===== config.mk =====
export PLATFORM = sky130hd
export DESIGN_NAME = am_deskew_calc_flat
export DESIGN_NICKNAME = d
export VERILOG_FILES = /design/src/rtl/am_deskew_calc_pkg.sv /design/src/rtl/am_deskew_calc_if.sv /design/src/rtl/am_deskew_calc_max_tree.sv /design/src/rtl/am_deskew_calc.sv /design/src/flat_wrapper.sv
export SDC_FILE = /design/constraint.sdc
export NUM_CORES = 1
export LEC_CHECK = 0
export CORE_MARGIN = 2
export CORE_UTILIZATION = 38
export DETAILED_ROUTE_END_ITERATION = 10
export GPL_TIMING_DRIVEN = 0
export PLACE_DENSITY = 0.57
export SLEW_MARGIN = 5
export SYNTH_ARGS = -nofsm -noshare
export SYNTH_HDL_FRONTEND = slang
export SYNTH_SLANG_ARGS = --single-unit

===== constraint.sdc =====
create_clock -name i_clock -period 42.9 [get_ports i_clock]
set_input_delay 8.58 -clock i_clock [delete_from_list [all_inputs] [get_ports i_clock]]
set_output_delay 8.58 -clock i_clock [all_outputs]
set_load 0.005 [all_outputs]

===== src/rtl/am_deskew_calc_pkg.sv =====
// Shared definitions for the alignment-marker deskew calculator: default
// sizing and the one-hot measurement state encoding.
package am_deskew_calc_pkg;

  localparam int N_LANES_DEF  = 20;
  localparam int MAX_SKEW_DEF = 16;

  // One-hot, matching the encoding style of the upstream lock FSM.
  typedef enum logic [4:0] {
    ST_IDLE       = 5'b00001,
    ST_WAIT_FIRST = 5'b00010,
    ST_COUNTING   = 5'b00100,
    ST_CALC       = 5'b01000,
    ST_LOCKED     = 5'b10000
  } deskew_state_e;

endpackage


===== src/rtl/am_deskew_calc_if.sv =====
// Bundle of lock-FSM inputs and deskew-FIFO outputs of the deskew calculator.
// The master side drives the per-lane lock/SOL/resync strobes, the slave side
// is the calculator itself.
interface am_deskew_calc_if
  import am_deskew_calc_pkg::*;
#(
  parameter int N_LANES = N_LANES_DEF,
  parameter int NB_SKEW = $clog2(MAX_SKEW_DEF + 1)
);

  logic                       i_enable;
  logic                       i_valid;
  logic [N_LANES-1:0]         i_am_lock;
  logic [N_LANES-1:0]         i_start_of_lane;
  logic [N_LANES-1:0]         i_resync;
  logic [N_LANES*NB_SKEW-1:0] o_lane_delay;
  logic                       o_delay_valid;
  logic                       o_load_delay;
  logic                       o_deskew_error;

  modport master (
    output i_enable, i_valid, i_am_lock, i_start_of_lane, i_resync,
    input  o_lane_delay, o_delay_valid, o_load_delay, o_deskew_error
  );

  modport slave (
    input  i_enable, i_valid, i_am_lock, i_start_of_lane, i_resync,
    output o_lane_delay, o_delay_valid, o_load_delay, o_deskew_error
  );

endinterface


===== src/rtl/am_deskew_calc_max_tree.sv =====
// Combinational maximum over N_VALUES unsigned values packed NB bits apart.
// Finds the latest-arriving lane so every other lane can be delayed to it.
module am_deskew_calc_max_tree
  import am_deskew_calc_pkg::*;
#(
  parameter int N_VALUES = N_LANES_DEF,
  parameter int NB       = $clog2(MAX_SKEW_DEF + 1)
) (
  input  logic [N_VALUES*NB-1:0] values_s,
  output logic [NB-1:0]          max_value_s
);

  // Running maximum across all packed values.
  always_comb begin
    max_value_s = values_s[NB-1:0];
    for (int i = 1; i < N_VALUES; i++) begin
      if (values_s[i*NB +: NB] > max_value_s) begin
        max_value_s = values_s[i*NB +: NB];
      end else begin
        max_value_s = max_value_s;
      end
    end
  end

endmodule


===== src/rtl/am_deskew_calc.sv =====
// Alignment-marker deskew calculator. Timestamps each lane's start-of-lane
// pulse relative to the first lane seen, then loads per-lane delays equal to
// (latest arrival - own arrival) so the deskew FIFOs line all lanes up.
// Any resync request or lock loss throws the measurement away.
module am_deskew_calc
  import am_deskew_calc_pkg::*;
#(
  parameter int N_LANES  = N_LANES_DEF,
  parameter int MAX_SKEW = MAX_SKEW_DEF,
  parameter int NB_SKEW  = $clog2(MAX_SKEW + 1)
) (
  input logic             i_clock,
  input logic             i_reset_n,
  am_deskew_calc_if.slave bus
);

  localparam logic [NB_SKEW-1:0] SKEW_LIMIT = NB_SKEW'(MAX_SKEW);
  localparam logic [NB_SKEW-1:0] CNT_ZERO   = {NB_SKEW{1'b0}};
  localparam logic [NB_SKEW-1:0] CNT_ONE    = NB_SKEW'(1);

  deskew_state_e              state_r;
  logic [NB_SKEW-1:0]         counter_r;
  logic [N_LANES-1:0]         arrived_r;
  logic [N_LANES*NB_SKEW-1:0] arrival_r;
  logic [N_LANES*NB_SKEW-1:0] delay_r;
  logic                       delay_valid_r;
  logic                       load_delay_r;
  logic                       error_r;

  logic                       step_s;
  logic                       all_lock_s;
  logic                       any_resync_s;
  logic [N_LANES-1:0]         arrived_next_s;
  logic                       dup_sol_s;
  logic                       mask_full_s;
  logic                       timeout_s;
  logic [NB_SKEW-1:0]         max_arr_s;
  logic [N_LANES*NB_SKEW-1:0] delay_calc_s;

  // Per-step qualifiers shared by every state.
  always_comb begin
    step_s         = bus.i_enable & bus.i_valid;
    all_lock_s     = &bus.i_am_lock;
    any_resync_s   = |bus.i_resync;
    arrived_next_s = arrived_r | bus.i_start_of_lane;
    dup_sol_s      = |(arrived_r & bus.i_start_of_lane);
    mask_full_s    = &arrived_next_s;
    // The counter equals the age of the current step; the last lane may still
    // arrive at age MAX_SKEW, after that the spread is out of range.
    timeout_s      = (counter_r >= SKEW_LIMIT);
  end

  am_deskew_calc_max_tree #(
    .N_VALUES (N_LANES),
    .NB       (NB_SKEW)
  ) u_max_tree (
    .values_s    (arrival_r),
    .max_value_s (max_arr_s)
  );

  // Delay of each lane relative to the latest arrival; never negative.
  always_comb begin
    delay_calc_s = {(N_LANES*NB_SKEW){1'b0}};
    for (int i = 0; i < N_LANES; i++) begin
      delay_calc_s[i*NB_SKEW +: NB_SKEW] = max_arr_s - arrival_r[i*NB_SKEW +: NB_SKEW];
    end
  end

  // Measurement FSM with all registered outputs; only steps advance it.
  always_ff @(posedge i_clock or negedge i_reset_n) begin
    if (!i_reset_n) begin
      state_r       <= ST_IDLE;
      counter_r     <= CNT_ZERO;
      arrived_r     <= {N_LANES{1'b0}};
      arrival_r     <= {(N_LANES*NB_SKEW){1'b0}};
      delay_r       <= {(N_LANES*NB_SKEW){1'b0}};
      delay_valid_r <= 1'b0;
      load_delay_r  <= 1'b0;
      error_r       <= 1'b0;
    end else begin
      load_delay_r <= 1'b0;
      if (step_s) begin
        case (state_r)
          ST_IDLE: begin
            if (all_lock_s) begin
              state_r <= ST_WAIT_FIRST;
            end
          end
          default: begin
            if (!all_lock_s) begin
              // Lock loss: delays stay as they were but are no longer usable.
              state_r       <= ST_IDLE;
              delay_valid_r <= 1'b0;
            end else if (any_resync_s) begin
              state_r       <= ST_WAIT_FIRST;
              delay_valid_r <= 1'b0;
              error_r       <= 1'b0;
              arrived_r     <= {N_LANES{1'b0}};
              counter_r     <= CNT_ZERO;
            end else begin
              case (state_r)
                ST_WAIT_FIRST: begin
                  error_r   <= 1'b0;
                  arrived_r <= bus.i_start_of_lane;
                  counter_r <= CNT_ZERO;
                  if (|bus.i_start_of_lane) begin
                    for (int i = 0; i < N_LANES; i++) begin
                      if (bus.i_start_of_lane[i]) begin
                        arrival_r[i*NB_SKEW +: NB_SKEW] <= CNT_ZERO;
                      end
                    end
                    counter_r <= CNT_ONE;
                    state_r   <= (&bus.i_start_of_lane) ? ST_CALC : ST_COUNTING;
                  end
                end
                ST_COUNTING: begin
                  for (int i = 0; i < N_LANES; i++) begin
                    if (bus.i_start_of_lane[i] && !arrived_r[i]) begin
                      arrival_r[i*NB_SKEW +: NB_SKEW] <= counter_r;
                    end
                  end
                  arrived_r <= arrived_next_s;
                  counter_r <= counter_r + CNT_ONE;
                  if (dup_sol_s) begin
                    error_r <= 1'b1;
                    state_r <= ST_WAIT_FIRST;
                  end else if (mask_full_s) begin
                    state_r <= ST_CALC;
                  end else if (timeout_s) begin
                    error_r <= 1'b1;
                    state_r <= ST_WAIT_FIRST;
                  end
                end
                ST_CALC: begin
                  delay_r       <= delay_calc_s;
                  load_delay_r  <= 1'b1;
                  delay_valid_r <= 1'b1;
                  state_r       <= ST_LOCKED;
                end
                ST_LOCKED: begin
                  state_r <= ST_LOCKED;
                end
                default: begin
                  // Corrupted one-hot code: fall back to a clean start.
                  state_r       <= ST_IDLE;
                  delay_valid_r <= 1'b0;
                end
              endcase
            end
          end
        endcase
      end
    end
  end

  assign bus.o_lane_delay   = delay_r;
  assign bus.o_delay_valid  = delay_valid_r;
  assign bus.o_load_delay   = load_delay_r;
  assign bus.o_deskew_error = error_r;

endmodule


===== src/flat_wrapper.sv =====
// flat-port wrapper written by rule: the top's interface ports become plain ports
module am_deskew_calc_flat import am_deskew_calc_pkg::*;
#(
  parameter int N_LANES  = N_LANES_DEF,
  parameter int MAX_SKEW = MAX_SKEW_DEF,
  parameter int NB_SKEW  = $clog2(MAX_SKEW + 1)
)
  (i_clock, i_reset_n, bus_i_enable, bus_i_valid, bus_i_am_lock, bus_i_start_of_lane, bus_i_resync, bus_o_lane_delay, bus_o_delay_valid, bus_o_load_delay, bus_o_deskew_error);
  am_deskew_calc_if #(.N_LANES(N_LANES), .NB_SKEW(NB_SKEW)) bus_i ();
  input logic i_clock;
  input logic i_reset_n;
  input wire logic [$bits(bus_i.i_enable)-1:0] bus_i_enable;
  input wire logic [$bits(bus_i.i_valid)-1:0] bus_i_valid;
  input wire logic [$bits(bus_i.i_am_lock)-1:0] bus_i_am_lock;
  input wire logic [$bits(bus_i.i_start_of_lane)-1:0] bus_i_start_of_lane;
  input wire logic [$bits(bus_i.i_resync)-1:0] bus_i_resync;
  output wire logic [$bits(bus_i.o_lane_delay)-1:0] bus_o_lane_delay;
  output wire logic [$bits(bus_i.o_delay_valid)-1:0] bus_o_delay_valid;
  output wire logic [$bits(bus_i.o_load_delay)-1:0] bus_o_load_delay;
  output wire logic [$bits(bus_i.o_deskew_error)-1:0] bus_o_deskew_error;
  assign bus_i.i_enable = bus_i_enable;
  assign bus_i.i_valid = bus_i_valid;
  assign bus_i.i_am_lock = bus_i_am_lock;
  assign bus_i.i_start_of_lane = bus_i_start_of_lane;
  assign bus_i.i_resync = bus_i_resync;
  assign bus_o_lane_delay = bus_i.o_lane_delay;
  assign bus_o_delay_valid = bus_i.o_delay_valid;
  assign bus_o_load_delay = bus_i.o_load_delay;
  assign bus_o_deskew_error = bus_i.o_deskew_error;
  am_deskew_calc #(.N_LANES(N_LANES), .MAX_SKEW(MAX_SKEW), .NB_SKEW(NB_SKEW)) u_core (.i_clock(i_clock), .i_reset_n(i_reset_n), .bus(bus_i));
endmodule

-- Word level (Yosys, flattened, before mapping)
Cells that the tools add are included.
- register bits: 233
- memories: 0
- latch bits: 0
- output and inout bits: 103
- bits in writable memories: 0
- bits of input ports: 64
- word-level logic and storage cells: 289
- bits in read-only memories: 0
- shift-type cells: 0
- reductions and logical operators: 75
- equality and inequality tests: 52
- mux-type cells: 89
- order comparisons: 20
- divide/modulo/power cells: 0
- $add $sub $neg: 21
- multiply operators: 0
- bitwise logic cells: 5
- operator list (operator ; count):
    AND reduction 27 bit ; 20
    2-to-1 mux 5 bit ; 68
    one-hot mux 100 bit (2 select lines) ; 1
    2-to-1 mux 100 bit ; 1
    subtractor 5 bit ; 20
    greater-than comparator 5 bit ; 19
    AND reduction 20 bit ; 3
    OR reduction 20 bit ; 3
    inequality test 2 x 1 -> 1 bit, second input constant ; 22
    inequality test 2 bit, second input constant ; 20
    one-hot mux 20 bit (2 select lines) ; 1
    AND reduction 25 bit ; 1
    AND reduction 24 bit ; 1
    AND reduction 23 bit ; 1
    bitwise AND 20 bit ; 1
    logical AND 1 bit ; 20
    logical NOT 1 bit ; 20
    2-to-1 mux 20 bit ; 1
    bitwise OR 20 bit ; 1
    one-hot mux 5 bit (3 select lines) ; 1
    2-to-1 mux 1 bit ; 12
    one-hot mux 5 bit (2 select lines) ; 1
    inequality test 7 bit, second input constant ; 1
    adder 5 x 1 -> 5 bit, second input constant ; 1
    other kinds (20) ; 22

-- Longest topological paths before layout
- depth in word-level cells: 39
- gate-level depth with buffers: 151
- mapped depth without buffers: 146

-- Modules after synthesis
From an unflattened synthesis, not the netlist that was laid out.
- cell total of the unflattened synthesis: 1784
- area total of the unflattened synthesis: 16742.3 µm²
- modules (own cells, without submodules) (module ; seq. area each (µm²) ; area each (µm²) ; cells an instance ; times used):
    am_deskew_calc ; 5831.8 ; 12540.8 ; 1197 ; 1
    am_deskew_calc_max_tree ; 0.0 ; 4201.5 ; 587 ; 1

-- Worst setup path before layout
Ideal clock, no wire load.
- path type: register to register
- from: register u_core.arrival_r[9]
- to: register u_core.delay_r[89] (netlist: u_core.bus.o_lane_delay[89])
- cell stages (with the launch flop): 137
- setup time: 0.132 ns
- period minus slack after synthesis: 29.372 ns
- arrival time: 29.240 ns
- data required time: 42.768 ns
- setup slack: 13.528 ns
- path buffers: 7
- cells stage by stage: dfrtp_1 > ha_1 > nand4_1 > o221ai_2 > mux2_4 > inv_1 > ha_1 > and3_1 > and3_1 > a31o_1 > buf_2 > a21o_1 > ha_1 > and3_1 > o21ai_1 > a32oi_1 > and2_1 > nor2_1 > [... 101 more ...] > a21oi_1 > inv_1 > ha_1 > nor2b_1 > o21a_1 > o21ai_0 > nand2b_1 > a21oi_1 > a31oi_2 > mux2i_1 > ha_1 > inv_1 > fa_1 > a21o_1 > a21oi_1 > xor2_1 > xnor2_1 > o21ai_1
- word-level cells in the longest chain between the ends: 39
- ends and longest elaborated chain (element ; RTL line ; RTL):
    start: declaration ; am_deskew_calc.sv:24 ; logic [N_LANES*NB_SKEW-1:0] arrival_r;
    start signal: assignment ; am_deskew_calc.sv:75 ; arrival_r <= {(N_LANES*NB_SKEW){1'b0}};
    start signal: indexed assignment ; am_deskew_calc.sv:119 ; arrival_r[i*NB_SKEW +: NB_SKEW] <= counter_r;
    greater-than comparator 5 bit ; am_deskew_calc_max_tree.sv:17 ; if (values_s[i*NB +: NB] > max_value_s) begin
    2-to-1 mux 5 bit * ; am_deskew_calc_max_tree.sv:17 ;
    greater-than comparator 5 bit ; am_deskew_calc_max_tree.sv:17 ;
    2-to-1 mux 5 bit * ; am_deskew_calc_max_tree.sv:17 ;
    greater-than comparator 5 bit ; am_deskew_calc_max_tree.sv:17 ;
    2-to-1 mux 5 bit * ; am_deskew_calc_max_tree.sv:17 ;
    greater-than comparator 5 bit ; am_deskew_calc_max_tree.sv:17 ;
    2-to-1 mux 5 bit * ; am_deskew_calc_max_tree.sv:17 ;
    [... 23 more ...] ; n/a ;
    2-to-1 mux 5 bit * ; am_deskew_calc_max_tree.sv:17 ;
    greater-than comparator 5 bit ; am_deskew_calc_max_tree.sv:17 ;
    2-to-1 mux 5 bit * ; am_deskew_calc_max_tree.sv:17 ;
    greater-than comparator 5 bit ; am_deskew_calc_max_tree.sv:17 ;
    2-to-1 mux 5 bit * ; am_deskew_calc_max_tree.sv:17 ;
    greater-than comparator 5 bit ; am_deskew_calc_max_tree.sv:17 ;
    2-to-1 mux 5 bit * ; am_deskew_calc_max_tree.sv:17 ;
    subtractor 5 bit * ; am_deskew_calc.sv:65 ; delay_calc_s[i*NB_SKEW +: NB_SKEW] = max_arr_s - arrival_r[i*NB_SKEW +: NB_SKEW];
    end signal: assignment ; am_deskew_calc.sv:76 ; delay_r <= {(N_LANES*NB_SKEW){1'b0}};
    end signal: assignment ; am_deskew_calc.sv:135 ; delay_r <= delay_calc_s;
    end: declaration ; am_deskew_calc.sv:25 ; logic [N_LANES*NB_SKEW-1:0] delay_r;
Mark *: on every way between the ends. The rest lies on a longest branch, timed or not.
A chain may end at the register's enable or synchronous reset.

-- Final worst setup path
- from: register u_core.arrival_r[1]
- to: register u_core.delay_r[44] (netlist: u_core.bus.o_lane_delay[44])
The elaborated chain is that of the path after synthesis.

==> results.txt <==
For the cell area after technology mapping, the log shows 16190 sq um. The critical path starts at u_core.arrival_r[1]. For the via total after detailed routing, the log shows 14164. After the last flow step, the layout net total stands at 2218. After detailed routing, the number of remaining DRC violations is 0. The number of synthesized flops with an enable pin works out to 0.

In this run the static leakage power is 8.272 nW. For this run, the register share of the synthesized area comes to 36.01%. The clock tree skew after final layout came out at 0.01738 ns. The worst hold path begins at u_core.bus.o_lane_delay[96]. Post-CTS timing repair inserted 0 buffers for setup. After Yosys synthesis, XOR and XNOR cells account for 4.381% of the synthesized area. Worst relative slew slack: 16.54%. Setup slack on the critical path of the routed design comes to 7.091 ns. Post-synthesis to final-layout area growth: 21.64%. The count of instances resized after the clock tree is built was 0. The logs give 0 for the hold buffer count at CTS and 0.00001896 V for the maximum vdd ir drop. The area enclosed by the die boundary was 44280 sq um; the total of buffers placed on input and output ports was 166. Entering global routing, the biggest net connects 114 pins. Dividing the detail-routed wire length by the instance count gives 21.36 um.

The wire length of the first global-routing pass is 83370 um, and the TritonCTS buffer count is 28. The post-synthesis share of cell area spent on and, or, nand and nor gates is 14.62%, and the biggest cell delay along the critical path is 0.92 ns. The number of antenna diodes in the final layout is 0. The core footprint was 42040 sq um; the worst-case clock buffer depth was 3.

The synthesis-stage register bit count was 233; the placement-stage cell area was 18700 sq um. For this design the ratio of total power to cell area is 25.51 nW/um^2. The first TritonRoute pass finished after 6 iterations. The minimum setup slack after placement came out at 7.753 ns. The number of standard-cell rows in the floorplan came out at 75. The flow ran to the end, and the final reports show no timing, DRC or antenna violations.

Final hold analysis gives a worst-case slack of 0.4626 ns. The part of the total power dissipated in combinational logic is 4.4%. Routability-driven placement finished with a final weighted congestion of 0.9327. After synthesis, the largest family of logic cells by area is compound AO/OA/AOI/OAI gates. The share of total power dissipated in sequential elements is 44.2%. The sum of net half-perimeters after detailed placement was 40650 um; the switching power share of the total was 22.42%. After filler insertion, the fill cell instance count of the layout stands at 4107. Setup violations remaining at the end of the flow were counted as 0.

In this run, the clock network consumes 51.4% of the power. Summing all non-filler instances in the final layout gives an area of 19700 sq um. The startpoint kind of the worst setup timing path is a register. In this run the power spent charging and discharging nets is 0.0001127 W.

TritonCTS built the clock tree. The critical path class was register to register. Using the TritonRoute via totals, the vias-per-cell ratio works out to 5.630. CTS saw 233 sinks. The setup total negative slack is 0 ns, and the DRC violation total after the first TritonRoute iteration is 918. The floorplan die height works out to 210.4 um.

The logs give 0 for the max capacitance violation total and 14162 for the number of global-route vias before repair. After clock tree synthesis, the clock-pin slew on the worst setup and hold paths is 0.06 ns. The run gives 1 as the number of H-tree branching levels. Fraction of layout cells with a size suffix above 1: 5.513%. The critical path endpoint category was a register.

Along the worst path, the maximum fanout reaches 12. For the number of different library cells in the post-synthesis netlist, the log shows 84. Measured against the total synthesized area, the mux share comes to 2.241%. In this run the critical register-to-register path is launched from u_core.arrival_r[1]. The synthesized netlist net count was 2016. The tree is rooted in a sky130_fd_sc_hd__clkbuf_16. At the later pin of the worst-skew pair, clock insertion delay measures 0.57 ns. The run gives 36.21 ns as the arrival time at the worst endpoint.

The tools report the combined global-route utilization of all metal layers as 24.39%. Setup repair after global routing left no endpoint under its margin. The number of hold violations in the final report was 0; the transition time of the tightest slew-check pin was 1.252 ns. For this design, the slowest cell found on the critical path is sky130_fd_sc_hd__nor3_1. In the synthesized netlist, the number of instances is 1755. The run gives 0.02793 GHz as the highest achievable clock rate. The tightest min-delay check is of the register to register type. The yosys synthesis warning count is 0, and the die width is 210.4 um.

Summing the areas of all compound-gate instances in the mapped netlist gives 21.78% of the synthesized area. Among the stages of the critical path, the cell type that occurs most often is sky130_fd_sc_hd__ha_1. The internal power component is 0.0003898 W, and the total wire length is 53730 um. The main flop type after synthesis is sky130_fd_sc_hd__dfrtp_1. The number of antenna violations at the first check in global routing was 1; the share of the cycle needed by the critical path after routing was 83.47%. For this design the top-level I/O count stands at 167. Setup slack on the worst reg-to-reg path comes out at 7.09 ns. Overall power consumption after layout is estimated at 0.0005025 W.

The async set-reset flop share out of synthesis was 100.0%; the minimum period implied by the final worst setup slack was 35.81 ns. The synthesized area per cell came out at 9.227 sq um. Data on the critical path is required at its endpoint by 43.30 ns.

In this run the remaining antenna-violating nets after routing total 0. The total overflow left after global routing is 0. The synthesized-area fraction occupied by adder cells came out at 16.15%.

The max-slew violation count is 0, and the initial cell density of the core is 38.52%.
## cells by family (layout without fill, tap and decap cells)
group                    Yosys count  count (layout)
XOR/XNOR                          81              81
AND/OR/NAND/NOR                  513             513
buffers and inverters            197             419
AO/OA/AOI/OAI                    501             501
multiplexers                      33              33
flip-flops                       233             233
adder cells (fa/ha/maj)          197             197
## layer usage
layer / vias to the layer above / part of all wire [%] / global-route usage, %
met1: 6975 / 48 / 35.48
met5: - / 0.024 / 0
met3: 80 / 4.9 / 2.414
met4: 2 / 3.3 / 8.402
met2: 393 / 43 / 37.89
li1: 6714 / - / -
## stage by stage
step	cells	utilization (%)
3_3_place_gp	2460	44.07
3_5_place_dp	2466	44.47
6_report	2516	46.85
2_1_floorplan	1755	-
5_1_grt	2516	46.85
4_1_cts	2516	46.85
## state kept, by name, summed over array words and instances, names as in the netlist
| name | flops |
|---|---|
| u_core.arrival_r | 100 |
| u_core.bus.o_delay_valid | 1 |
| u_core.bus.o_load_delay | 1 |
| u_core.state_r | 5 |
| u_core.counter_r | 5 |
| u_core.arrived_r | 20 |
| u_core.bus.o_lane_delay | 100 |
| u_core.bus.o_deskew_error | 1 |
## worst max-delay path: cells and delay by family (launching register included)
| family | cells | cell delay, ns |
|---|---|---|
| mux | 3 | 1.56 |
| buf+inv | 15 | 3.03 |
| simple gates | 43 | 9.49 |
| compound gates | 54 | 14.51 |
| xor+xnor | 2 | 0.37 |
| fa+ha+maj | 21 | 6.23 |
| flops | 1 | 0.39 |
## synthesized netlist by cell type, types with 18 or more instances
master / instances / area share (%)
sky130_fd_sc_hd__xnor2_1: 41 / 2.2
sky130_fd_sc_hd__ha_1: 177 / 14
sky130_fd_sc_hd__a22o_1: 103 / 5.6
sky130_fd_sc_hd__a21oi_1: 80 / 2.5
sky130_fd_sc_hd__nor3_1: 35 / 1.1
sky130_fd_sc_hd__nor2_1: 52 / 1.2
sky130_fd_sc_hd__o31ai_1: 27 / 1.3
sky130_fd_sc_hd__clkbuf_1: 52 / 1.2
sky130_fd_sc_hd__dfrtp_1: 232 / 36
sky130_fd_sc_hd__and3_1: 27 / 1.0
sky130_fd_sc_hd__o21ai_1: 29 / 0.90
sky130_fd_sc_hd__mux2i_1: 18 / 1.1
sky130_fd_sc_hd__o21ai_0: 92 / 2.8
sky130_fd_sc_hd__inv_1: 136 / 3.2
sky130_fd_sc_hd__fa_1: 20 / 2.5
sky130_fd_sc_hd__nand3_1: 40 / 1.2
sky130_fd_sc_hd__nand2_1: 263 / 6.1
sky130_fd_sc_hd__xor2_1: 40 / 2.2
sky130_fd_sc_hd__a21o_1: 65 / 3.0
## power groups by stage
stage	clock network, W	registers, W	logic, W
finish	0.000258	0.000222	0.0000223
global route	0.000270	0.000222	0.0000245
CTS	0.000263	0.000222	0.0000225
detailed placement	0	0.000226	0.0000224
global placement	0	0.000226	0.0000213
floorplan	0	0.000226	0.00000664
## final timing paths
check,end,cells past startpoint
worst max-delay path,u_core.bus.o_lane_delay[44],138
worst min-delay path,u_core.bus.o_lane_delay[96],2
worst max register to register,u_core.bus.o_lane_delay[44],138
worst min register to register,u_core.bus.o_lane_delay[96],2
max in group asynchronous,u_core.bus.o_lane_delay[89],3
min in group asynchronous,u_core.bus.o_lane_delay[43],1
## layout make-up
cell class / instances / area, sq um / area share (%)
clock inverters: 9 / 148.9 / 0.7559
flip-flops and latches: 233 / 5832 / 29.61
well taps: 539 / 674.4 / 3.424
inverters: 141 / 531.8 / 2.700
clock buffers: 41 / 850.8 / 4.320
plain buffers: 56 / 247.7 / 1.258
repair buffers: 172 / 1795 / 9.116
multi-input cells: 1325 / 9615 / 48.82
## cell usage in the layout (no fill, tap or decap), types with 9 or more instances in the layout
cell,Yosys,routed
sky130_fd_sc_hd__a21o_1,65,65
sky130_fd_sc_hd__a21oi_1,80,80
sky130_fd_sc_hd__a22o_1,103,102
sky130_fd_sc_hd__and2_1,13,13
sky130_fd_sc_hd__and3_1,27,27
sky130_fd_sc_hd__clkbuf_1,52,56
sky130_fd_sc_hd__clkbuf_16,0,29
sky130_fd_sc_hd__clkdlybuf4s50_1,0,165
sky130_fd_sc_hd__dfrtp_1,232,232
sky130_fd_sc_hd__fa_1,20,20
sky130_fd_sc_hd__ha_1,177,177
sky130_fd_sc_hd__inv_1,136,136
sky130_fd_sc_hd__mux2_2,9,9
sky130_fd_sc_hd__mux2i_1,18,16
sky130_fd_sc_hd__nand2_1,263,263
sky130_fd_sc_hd__nand3_1,40,40
sky130_fd_sc_hd__nand4_1,14,14
sky130_fd_sc_hd__nor2_1,52,52
sky130_fd_sc_hd__nor2b_1,17,17
sky130_fd_sc_hd__nor3_1,35,34
sky130_fd_sc_hd__nor4_1,14,14
sky130_fd_sc_hd__o21a_1,13,13
sky130_fd_sc_hd__o21ai_0,92,92
sky130_fd_sc_hd__o21ai_1,29,28
sky130_fd_sc_hd__o22ai_1,14,14
sky130_fd_sc_hd__o31ai_1,27,27
sky130_fd_sc_hd__xnor2_1,41,41
sky130_fd_sc_hd__xor2_1,40,40
No activity file was read; power rests on OpenSTA's default activity.
